==> config.mk <==
export PLATFORM = sky130hd
export DESIGN_NAME = rat_reduce
export DESIGN_NICKNAME = d
export VERILOG_FILES = /design/src/rtl/rat_reduce.sv
export SDC_FILE = /design/constraint.sdc
export NUM_CORES = 1
export LEC_CHECK = 0
export ABC_AREA = 1
export CAP_MARGIN = 20
export CORE_AREA = 10 10 373 231
export DETAILED_ROUTE_END_ITERATION = 8
export DIE_AREA = 0 0 383 241
export HOLD_SLACK_MARGIN = 0.03
export SETUP_SLACK_MARGIN = 0.4
export SYNTH_ARGS = -nofsm -noshare
export SYNTH_HDL_FRONTEND = slang
export SYNTH_SLANG_ARGS = --single-unit
==> constraint.sdc <==
create_clock -name clk -period 2.82 [get_ports clk]
set_clock_uncertainty 0.05 [all_clocks]
set_input_delay 0.705 -clock clk [delete_from_list [all_inputs] [get_ports clk]]
set_output_delay 0.705 -clock clk [all_outputs]
set_load 0.05 [all_outputs]
==> src/rtl/rat_reduce.sv <==
// Rational normaliser: reduces (num, den) to lowest terms via binary GCD and two restoring divisions.
// Optional cycle counter output enabled by defining RAT_REDUCE_CYCLES_EN.
module rat_reduce #(
  parameter int WIDTH = 32
) (
  input  logic             clk,
  input  logic             rst,
  input  logic             in_valid,
  output logic             in_ready,
  input  logic [WIDTH-1:0] in_num,
  input  logic [WIDTH-1:0] in_den,
  output logic             out_valid,
  input  logic             out_ready,
  output logic [WIDTH-1:0] out_num,
  output logic [WIDTH-1:0] out_den,
  output logic             out_err
`ifdef RAT_REDUCE_CYCLES_EN
  ,
  output logic [15:0]      out_cycles
`endif
);

  localparam int KW = $clog2(WIDTH) + 1;
  localparam int CW = (WIDTH > 1) ? $clog2(WIDTH) : 1;

  typedef enum logic [2:0] {
    S_IDLE,
    S_GCD,
    S_DIVN,
    S_DIVD,
    S_DONE
  } state_t;

  state_t           r_state;
  state_t           w_next;
  logic [WIDTH-1:0] r_a;
  logic [WIDTH-1:0] r_b;
  logic [KW-1:0]    r_k;
  logic [WIDTH-1:0] r_g;
  logic [WIDTH-1:0] r_den;
  logic [WIDTH-1:0] r_dvd;
  logic [WIDTH-1:0] r_rem;
  logic [CW-1:0]    r_bit;
  logic [WIDTH-1:0] r_out_num;
  logic [WIDTH-1:0] r_out_den;
  logic             r_out_err;

  logic             w_capture;
  logic             w_last_bit;
  logic [WIDTH:0]   w_trial;
  logic             w_ge;
  logic [WIDTH-1:0] w_rem_next;
  logic [WIDTH-1:0] w_dvd_next;

  assign in_ready   = (r_state == S_IDLE) && !rst;
  assign w_capture  = in_valid && in_ready;
  assign w_last_bit = (r_bit == CW'(WIDTH - 1));
  assign out_valid  = (r_state == S_DONE);
  assign out_num    = r_out_num;
  assign out_den    = r_out_den;
  assign out_err    = r_out_err;

  // One restoring-division step: r_dvd shifts its MSB into the remainder and
  // collects quotient bits at the LSB. The remainder is always below g, so
  // modular subtraction on the low WIDTH bits is exact.
  assign w_trial    = {r_rem, r_dvd[WIDTH-1]};
  assign w_ge       = (w_trial >= {1'b0, r_g});
  assign w_rem_next = w_ge ? (w_trial[WIDTH-1:0] - r_g) : w_trial[WIDTH-1:0];
  assign w_dvd_next = {r_dvd[WIDTH-2:0], w_ge};

  // NOTE: defaults first so every path assigns w_next and no latch is inferred.
  always_comb begin
    w_next = r_state;
    case (r_state)
      S_IDLE:  if (w_capture) w_next = ((in_num == '0) || (in_den == '0)) ? S_DONE : S_GCD;
      S_GCD:   if (r_a == r_b) w_next = S_DIVN;
      S_DIVN:  if (w_last_bit) w_next = S_DIVD;
      S_DIVD:  if (w_last_bit) w_next = S_DONE;
      S_DONE:  if (out_ready) w_next = S_IDLE;
      default: w_next = S_IDLE;
    endcase
  end

`ifdef RAT_REDUCE_CYCLES_EN
  logic [15:0] r_elapsed;
  logic [15:0] r_out_cycles;
  assign out_cycles = r_out_cycles;

  // r_elapsed equals the index of the current cycle counted from the capture edge.
  always_ff @(posedge clk) begin
    if (rst) begin
      r_elapsed    <= '0;
      r_out_cycles <= '0;
    end else if (r_state == S_IDLE) begin
      if (w_capture) begin
        r_elapsed <= 16'd1;
        if ((in_num == '0) || (in_den == '0)) r_out_cycles <= 16'd1;
      end
    end else if (r_state != S_DONE) begin
      r_elapsed <= r_elapsed + 16'd1;
      if (w_next == S_DONE) r_out_cycles <= r_elapsed + 16'd1;
    end
  end
`endif

  // NOTE: non-blocking assignments keep every register update in this block
  // based on the pre-edge values, independent of statement order.
  always_ff @(posedge clk) begin
    if (rst) begin
      r_state   <= S_IDLE;
      r_a       <= '0;
      r_b       <= '0;
      r_k       <= '0;
      r_g       <= '0;
      r_den     <= '0;
      r_dvd     <= '0;
      r_rem     <= '0;
      r_bit     <= '0;
      r_out_num <= '0;
      r_out_den <= '0;
      r_out_err <= 1'b0;
    end else begin
      r_state <= w_next;
      case (r_state)
        S_IDLE: begin
          if (w_capture) begin
            if (in_den == '0) begin
              r_out_num <= (in_num != '0) ? WIDTH'(1) : '0;
              r_out_den <= '0;
              r_out_err <= 1'b1;
            end else if (in_num == '0) begin
              r_out_num <= '0;
              r_out_den <= WIDTH'(1);
              r_out_err <= 1'b0;
            end else begin
              r_a   <= in_num;
              r_b   <= in_den;
              r_k   <= '0;
              r_den <= in_den;
              r_dvd <= in_num;
              r_rem <= '0;
              r_bit <= '0;
            end
          end
        end
        S_GCD: begin
          if (r_a == r_b) begin
            r_g <= r_a << r_k;
          end else if (!r_a[0] && !r_b[0]) begin
            r_a <= r_a >> 1;
            r_b <= r_b >> 1;
            r_k <= r_k + 1'b1;
          end else if (!r_a[0]) begin
            r_a <= r_a >> 1;
          end else if (!r_b[0]) begin
            r_b <= r_b >> 1;
          end else if (r_a > r_b) begin
            r_a <= (r_a - r_b) >> 1;
          end else begin
            r_b <= (r_b - r_a) >> 1;
          end
        end
        S_DIVN: begin
          r_bit <= r_bit + 1'b1;
          if (w_last_bit) begin
            r_out_num <= w_dvd_next;
            r_dvd     <= r_den;
            r_rem     <= '0;
            r_bit     <= '0;
          end else begin
            r_dvd <= w_dvd_next;
            r_rem <= w_rem_next;
          end
        end
        S_DIVD: begin
          r_bit <= r_bit + 1'b1;
          r_dvd <= w_dvd_next;
          r_rem <= w_rem_next;
          if (w_last_bit) begin
            r_out_den <= w_dvd_next;
            r_out_err <= 1'b0;
            r_bit     <= '0;
          end
        end
        default: ;
      endcase
    end
  end

endmodule

# --- Yosys cells after proc, flatten, opt, wreduce, memory -nomap -nowiden ---
# Index checks and enable logic that the tools add are counted.
totals:
  ff_bits: 271
  input_bits: 68
  word_cells: 132
classes:
  add_sub_neg: 5
  magnitude_cmp: 2
  n_eq_ne: 20
  shift: 1
  n_mux: 59
  bitwise: 2
  n_reduce_logical: 29
ops:
  columns: ["cell", "n"]
  rows:
  - ["$mux W32", 29]
  - ["$pmux W32 S2", 4]
  - ["$pmux W32 S3", 2]
  - ["$sub A32 B32 Y32", 3]
  - ["$logic_not A32 Y1", 2]
  - ["$ge A33 B32 Y1", 1]
  - ["$eq A32 B32 Y1", 1]
  - ["$gt A32 B32 Y1", 1]
  - ["$reduce_bool A32 Y1", 1]
  - ["$shl A32 B6 Y32", 1]
  - ["$mux W6", 5]
  - ["$mux W5", 4]
  - ["$reduce_and A4 Y1", 5]
  - ["$mux W3", 6]
  - ["$ne A2 B2 Y1 const B", 8]
  - ["$pmux W3 S5", 1]
  - ["$reduce_and A7 Y1", 2]
  - ["$ne A4 B4 Y1 const B", 3]
  - ["$pmux W6 S2", 1]
  - ["$reduce_and A6 Y1", 2]
  - ["$pmux W5 S2", 1]
  - ["$reduce_and A5 Y1", 2]
  - ["$reduce_bool A2 Y1", 4]
  - ["$add A6 B1 Y6 const B", 1]
  - ["other kinds (18)", 28]

# --- Longest topological paths before layout ---
# Gate-level depths: netlist of run 1.
depth:
  depth_word: 7
  ltp_mapped: 21
  depth_no_buf: 20

# --- Worst setup path before layout of run 1 ---
# Ideal clock, no wire load.
synth_timing:
  kind: "input port to flip-flop"
  from: "input rst"
  to: "register r_a[23]"
  t_arrival_ns: 2.694
  required_time_ns: 2.642
  slack_ns: -0.051
  cell_stages: 12
  path_cell_list: "clkbuf_1 > nor2_1 > nand2_1 > inv_2 > nand3_2 > nand2_2 > nand3_4 > inv_4 > buf_6 > nand2_1 > nand2_1 > nor2_1"
synth_between:
  elab_chain_len: 5
synth_lines:
  columns: ["element", "line_no", "source"]
  rows:
  - ["start, declared", "7", "input logic rst,"]
  - ["$logic_not A1 Y1", "55", "assign in_ready = (r_state == S_IDLE) && !rst;"]
  - ["$logic_and A1 B1 Y1", "55", null]
  - ["net in_ready", "9", "output logic in_ready,"]
  - ["$logic_and A1 B1 Y1", "56", "assign w_capture = in_valid && in_ready;"]
  - ["$ne A2 B2 Y1 (no line)", null, null]
  - ["$reduce_and A7 Y1 (no line)", null, null]
  - ["end signal, assigned", "136", "r_a <= in_num;"]
  - ["end signal, assigned", "150", "r_a <= r_a >> 1;"]
  - ["end signal, assigned", "154", "r_a <= r_a >> 1;"]
  - ["end, declared", "36", "logic [WIDTH-1:0] r_a;"]
# The timed path passes the listed nets, and every way through them passes these cells.
# A chain may end at the register's enable or synchronous reset.

# --- Worst setup path after layout of run 1 ---
layout_timing:
  from: "register r_a[0]"
  to: "register r_b[22]"
layout_between:
  elab_chain_len: 7
  word_cells_on_any_way: 15
  classes_between: "add/sub: 1; order compare: 1; eq/ne: 4; mux: 6; reduce/logical: 3"
layout_lines:
  columns: ["element", "line_no", "source"]
  rows:
  - ["$sub A32 B32 Y32", "160", "r_b <= (r_b - r_a) >> 1;"]
  - ["$mux W32", "157", "end else if (r_a > r_b) begin"]
  - ["$mux W32", "155", "end else if (!r_b[0]) begin"]
  - ["$mux W32", "153", "end else if (!r_a[0]) begin"]
  - ["$mux W32", "149", "end else if (!r_a[0] && !r_b[0]) begin"]
  - ["$mux W32", "147", "if (r_a == r_b) begin"]
  - ["$pmux W32 S2", "124", "case (r_state)"]
  - ["end signal, assigned", "151", "r_b <= r_b >> 1;"]
  - ["end signal, assigned", "156", "r_b <= r_b >> 1;"]
  - ["end signal, assigned", "160", null]
  - ["end, declared", "37", "logic [WIDTH-1:0] r_b;"]
# Several ways; a longest one is shown, not always the timed one. The select of a mux whose other input is x is not followed.

==> metrics.json, run 1 <==
{
  "status": "complete, no violations",
  "worst_pin_slew_ps": 737,
  "place_worst_setup_slack_ps": -281,
  "layout_overhead_on_the_synthesized_area_pct": 36.3,
  "fin_crit_sh": 0.956,
  "number_of_antenna_violations_at_the_first_check_in_global_routing": 3,
  "synthAdderAreaFrac": 0.0648,
  "rr_startpoint": "r_a[0]",
  "worstSetupStartpoint": "r_a[0]",
  "drive_above_1_share": 0.192,
  "timing.final.hold_violations": 0,
  "timing.hold.worst_path_depth": 2,
  "critical_path_depth": 16,
  "r2r-end": "r_b[22]",
  "final_critical_path_time_including_i_o_delays_and_setup_ps": 2700,
  "floorplan.initialDensity": 0.259,
  "timing.reg2reg.worst_path_depth": 16,
  "holdBufCountCts": 0,
  "post-place-cells": 4639,
  "timing.final.setup_violations": 0,
  "final_max_slew_viol_count": 0,
  "tritoncts": "done",
  "hold_path_end": "out_den[5]",
  "rsz0062_at_grt": "yes",
  "rows": 80,
  "detail-route-antenna-nets": 0,
  "timing.hold.worst.class": "register to register",
  "max_freq_ghz": 0.371,
  "pin_count": 135,
  "synth_fp_nets": 3557,
  "worst-endpoint-required_ps": 3290,
  "layout.cell_area.non_filler_um2": 27800,
  "half_perimeter_wire_length_of_the_detailed_placement_result_um": 67300,
  "die_area_um2": 92300,
  "syn_area_per_cell_um2": 6.04,
  "reg2reg_setup_slack_ps": 120,
  "worstSetupPathType": "register to register",
  "yosysWarnings": 0,
  "instances_no_fill": 4762,
  "critical-path-top-delay-family": "simple AND/OR/NAND/NOR gates",
  "critical_path.max_fanout": 6,
  "post_synth_mux_area_share": 0.00588,
  "post_synth_and_or_nand_nor_area_fraction": 0.333,
  "cts_buffer_depth": 3,
  "grt_start_max_net_pins": 87,
  "most_common_cell_after_layout_fill_and_taps_aside": "sky130_fd_sc_hd__nand2_1",
  "die_boundary_width_um": 383,
  "cts.sink_count": 271,
  "seq_area_frac_synth": 0.265,
  "critPathArrivalTime_ps": 3170,
  "track_usage": 0.178,
  "drt_drc_violations_left": 0,
  "final.setup.worst_slack_ps": 123,
  "drt-vias-per-instance": 4.97,
  "buffer_ports.inserted": 134,
  "finalSetupTns_ps": 0,
  "hp-start": "out_den[5]",
  "setup.worst_path.start_class": "register",
  "post_synth_xor_area_fraction": 0.0223,
  "global_route_wire_length_before_repair_um": 130000,
  "relSlewSlack": 0.505,
  "cp_cell_sequence": "inv_4, buf_4, buf_4, ha_1, inv_1, nand4_1, nor2_2, nand2_4, nand2_8, buf_12, nand2_8, buf_12, o21ai_4, buf_4, nand2_1, a21oi_1",
  "final_nets": 3848,
  "htree_levels": 1,
  "main_combinational_cell_family_by_area_after_synthesis": "simple AND/OR/NAND/NOR gates",
  "maxCapViolCount": 0,
  "synth-compound-area-share": 0.203,
  "numCtsBuffers": 27,
  "syn-cell-area_um2": 20400,
  "worst_skew_pair.late_latency_ps": 590,
  "cp_num_buf_inv": 7,
  "cpMaxStageDelayCell": "sky130_fd_sc_hd__dfxtp_2",
  "route.vias.total": 23700,
  "first_iter_violations": 2584,
  "most-common-layout-cells": "945 x sky130_fd_sc_hd__nand2_1, 392 x sky130_fd_sc_hd__a21oi_1, 341 x sky130_fd_sc_hd__inv_1, 252 x sky130_fd_sc_hd__dfxtp_1, 244 x sky130_fd_sc_hd__buf_4",
  "detailed_place.area_um2": 24400,
  "first_global_vias": 21000,
  "critical_path.endpoint_type": "register",
  "synth_seq_cells": 271,
  "path_clk_slew_ps": 80,
  "grt_remaining_overflow": 0,
  "core_region_area_um2": 78900,
  "synth_cells": 3385,
  "cts.root.buffer_cell": "sky130_fd_sc_hd__clkbuf_16",
  "die_h_um": 241,
  "antennaDiodeCount": 0,
  "gpl.final_weighted_congestion": 1.01,
  "detailedRoute.firstPassIterationCount": 6,
  "synthDistinctLibCells": 51,
  "drt-total-wl_um": 88700,
  "wl_per_cell_um": 18.6,
  "cpPeakStageDelay_ps": 360,
  "critical_path.most_common_cell": "sky130_fd_sc_hd__buf_4"
}
logic make-up after synthesis:
| group | after synthesis |
|---|---|
| DFF | 271 |
| buffers and inverters | 551 |
| xor gates and xnor gates | 52 |
| adders and majority gates | 104 |
| muxes | 12 |
| AOI/OAI and AO/OA | 774 |
| and+or+nand+nor | 1621 |
how the worst max path moves through the flow:
stage	end	slack, ps
3_5_place_dp	r_b[2]	-280
3_3_place_gp	r_b[6]	-310
6_report	r_b[22]	120
4_1_cts	r_g[31]	250
2_1_floorplan	r_a[23]	410
5_1_grt	r_a[18]	30
timing repair:
action                                  in CTS  in global routing
cloned                                       7                  6
buffers inserted                            30                 31
resized for setup                          253                245
pin swaps                                   38                 70
endpoints found under the setup margin     207                303
sequential cells by signal, summed over array words and instances, names as in the netlist, 3 cells and up:
name     cells
r_state      3
out_num     32
r_dvd       32
r_a         32
r_rem       32
r_den       32
r_g         32
r_b         32
out_den     32
r_bit        5
r_k          6
layout make-up:
cell class	count	area [µm²]
Fill cell	8569	51000
Multi-Input combinational cell	2565	14500
Sequential cell	271	5450
Timing Repair Buffer	425	4120
Inverter	382	1480
Tap cell	1066	1330
Clock buffer	32	714
Clock inverter	17	238
Timing Repair inverter	4	50.0
stage by stage:
stage	hold WS, ps	utilization
6_report	409	0.353
5_1_grt	426	0.353
4_1_cts	414	0.336
3_5_place_dp	403	0.309
3_3_place_gp	404	0.309
2_1_floorplan	392	-
per-layer routing:
layer	vias to the layer above	track usage	routed length, µm
li1	11600	-	-
met1	11000	0.266	42700
met2	987	0.242	34500
met3	78	0.0655	10400
met4	6	0.0218	1070
met5	-	0	41
synthesized netlist by cell type, drive strengths merged:
master	number	area, µm²
nand2	1049	4000
a21oi	431	2160
inv	377	1420
nor2	274	1120
dfxtp	271	5430
o21ai	244	1250
nand3	206	1070
clkbuf	118	443
ha	101	1260
buf	51	277
nand3b	36	270
o211ai	29	218
xor2	29	254
nand4	23	144
xnor2	23	201
nor3	18	90.1
o221ai	18	158
o22ai	16	100
o21bai	14	105
mux2i	12	120
a31oi	7	43.8
o21a	6	45.0
clkinv	5	18.8
nor4	5	37.5
a21o	4	30.0
and2	4	25.0
or2	4	25.0
fa	3	60.1
a211oi	2	15.0
a21boi	1	7.51
a221oi	1	8.76
nand2b	1	6.26
nor3b	1	7.51
o31ai	1	7.51
worst register-to-register path: stages, from the launching register on:
cell and delay [ps]:
sky130_fd_sc_hd__dfxtp_2 360, sky130_fd_sc_hd__inv_4 40, sky130_fd_sc_hd__buf_4 120, sky130_fd_sc_hd__buf_4 150
sky130_fd_sc_hd__ha_1 290, sky130_fd_sc_hd__inv_1 70, sky130_fd_sc_hd__nand4_1 220, sky130_fd_sc_hd__nor2_2 270
sky130_fd_sc_hd__nand2_4 110, sky130_fd_sc_hd__nand2_8 100, sky130_fd_sc_hd__buf_12 110, sky130_fd_sc_hd__nand2_8 110
sky130_fd_sc_hd__buf_12 170, sky130_fd_sc_hd__o21ai_4 170, sky130_fd_sc_hd__buf_4 130, sky130_fd_sc_hd__nand2_1 40
sky130_fd_sc_hd__a21oi_1 110
Power of run 1 is not shown: default switching activity piles up to over one toggle a cycle in this logic, so the estimate is an artifact.
==> run 2, diff against run 1 <==
REMOVE_ABC_BUFFERS = 1   (was unset)
==> metrics.json, run 2 (synthesized netlist as in run 1, its figures left out) <==
{
  "floorplan.initialDensity": 0.259,
  "worst-endpoint-required_ps": 3300,
  "cts.root.buffer_cell": "sky130_fd_sc_hd__clkbuf_16",
  "final_critical_path_time_including_i_o_delays_and_setup_ps": 2710,
  "critical_path.endpoint_type": "register",
  "track_usage": 0.187,
  "worst_skew_pair.late_latency_ps": 600,
  "gpl.final_weighted_congestion": 1.01,
  "most_common_cell_after_layout_fill_and_taps_aside": "sky130_fd_sc_hd__nand2_1",
  "worst_pin_slew_ps": 915,
  "die_boundary_width_um": 383,
  "die_area_um2": 92300,
  "number_of_antenna_violations_at_the_first_check_in_global_routing": 3,
  "htree_levels": 1,
  "half_perimeter_wire_length_of_the_detailed_placement_result_um": 68800,
  "first_iter_violations": 3021,
  "rows": 80,
  "path_clk_slew_ps": 70,
  "numCtsBuffers": 27,
  "drt-total-wl_um": 93800,
  "detailedRoute.firstPassIterationCount": 6,
  "timing.hold.worst_path_depth": 2,
  "drt_drc_violations_left": 0,
  "drive_above_1_share": 0.205,
  "reg2reg_setup_slack_ps": 110,
  "timing.reg2reg.worst_path_depth": 19,
  "core_region_area_um2": 78900,
  "global_route_wire_length_before_repair_um": 134000,
  "maxCapViolCount": 0,
  "critPathArrivalTime_ps": 3190,
  "timing.final.setup_violations": 0,
  "first_global_vias": 21100,
  "setup.worst_path.start_class": "register",
  "layout_overhead_on_the_synthesized_area_pct": 38.5,
  "fin_crit_sh": 0.960,
  "timing.final.hold_violations": 0,
  "timing.hold.worst.class": "register to register",
  "detailed_place.area_um2": 24300,
  "relSlewSlack": 0.384,
  "rsz0062_at_grt": "yes",
  "die_h_um": 241,
  "wl_per_cell_um": 19.6,
  "place_worst_setup_slack_ps": -789,
  "pin_count": 135,
  "tritoncts": "done",
  "fin_worst_hold_slack_ps": 411,
  "buffer_ports.inserted": 134,
  "worstSetupPathType": "register to register",
  "final_nets": 3861,
  "finalSetupTns_ps": 0,
  "filler_cell_count": 8479,
  "max_freq_ghz": 0.370,
  "detail-route-antenna-nets": 0,
  "final.setup.worst_slack_ps": 114,
  "grt_start_max_net_pins": 145,
  "status": "complete, no violations",
  "route.vias.total": 24400,
  "critical_path.max_fanout": 6,
  "final_max_slew_viol_count": 0,
  "cts.sink_count": 271,
  "drt-vias-per-instance": 5.10,
  "layout.cell_area.non_filler_um2": 28300,
  "grt_remaining_overflow": 0,
  "cts_buffer_depth": 3,
  "most-common-layout-cells": "951 x sky130_fd_sc_hd__nand2_1, 378 x sky130_fd_sc_hd__a21oi_1, 337 x sky130_fd_sc_hd__inv_1, 242 x sky130_fd_sc_hd__dfxtp_1, 225 x sky130_fd_sc_hd__buf_4"
}
run 2: changes by cell type in the layout (fill, tap and decap cells not counted), moves of 18 or more:
cell	previous run	this run
sky130_fd_sc_hd__nor2_1	231	212
sky130_fd_sc_hd__dlygate4sd2_1	34	69
sky130_fd_sc_hd__nand2_2	79	61
sky130_fd_sc_hd__dlymetal6s2s_1	41	1
sky130_fd_sc_hd__buf_4	244	225
run 2: final cells by class:
class,instances,area (µm²),share of cell area
sequential,271,5460,0.193
clock buffer,34,732,0.0259
timing repair inverter,5,92.6,0.00327
multi-input combinational,2564,14500,0.513
antenna,1,2.50,0.0000884
timing repair buffer,438,4490,0.159
clock inverter,16,181,0.00641
inverter,382,1490,0.0526
tap,1066,1330,0.0471
run 2: critical path, stage by stage (launching register included):
cell and delay (ps):
sky130_fd_sc_hd__dfxtp_2 390, sky130_fd_sc_hd__inv_2 80, sky130_fd_sc_hd__ha_4 300, sky130_fd_sc_hd__nand2_2 90, sky130_fd_sc_hd__nor2_4 220, sky130_fd_sc_hd__nand2_4 110, sky130_fd_sc_hd__inv_2 80, sky130_fd_sc_hd__nand2_2 60
sky130_fd_sc_hd__nand2_2 80, sky130_fd_sc_hd__nand2_2 70, sky130_fd_sc_hd__nand2_4 140, sky130_fd_sc_hd__nand2_8 70, sky130_fd_sc_hd__buf_12 130, sky130_fd_sc_hd__nor2_8 160, sky130_fd_sc_hd__buf_12 130, sky130_fd_sc_hd__buf_16 130
sky130_fd_sc_hd__nand2_1 70, sky130_fd_sc_hd__a21oi_2 120, sky130_fd_sc_hd__nor2_1 50, sky130_fd_sc_hd__nor2_1 90
run 2: layer usage:
metal | share of wire | wire length, µm | vias to the layer above | track usage
li1 | - | - | 11600 | -
met1 | 0.46 | 43200 | 11300 | 0.279
met2 | 0.38 | 35200 | 1270 | 0.245
met3 | 0.14 | 13500 | 112 | 0.0736
met4 | 0.021 | 1940 | 4 | 0.0356
met5 | 0.00018 | 17 | - | 0
run 2: worst paths after layout:
check         startpoint     endpoint
max              r_a[12]       r_a[4]
min          out_num[13]  out_num[13]
max reg2reg      r_a[12]       r_a[4]
min reg2reg  out_num[13]  out_num[13]
run 2: what timing repair did:
item,in CTS,in global routing
setup endpoints to repair,337,267
buffers inserted,39,23
gates cloned,21,5
resized for setup,396,228
pin swaps,76,54
hold buffers,0,0
run 2: through the flow:
step | util | instances
floorplan | - | 3216
global placement | 0.308 | 4638
detailed placement | 0.308 | 4638
CTS | 0.345 | 4748
global route | 0.359 | 4777
finish | 0.359 | 4777
Power of run 2 is left out for the same reason.
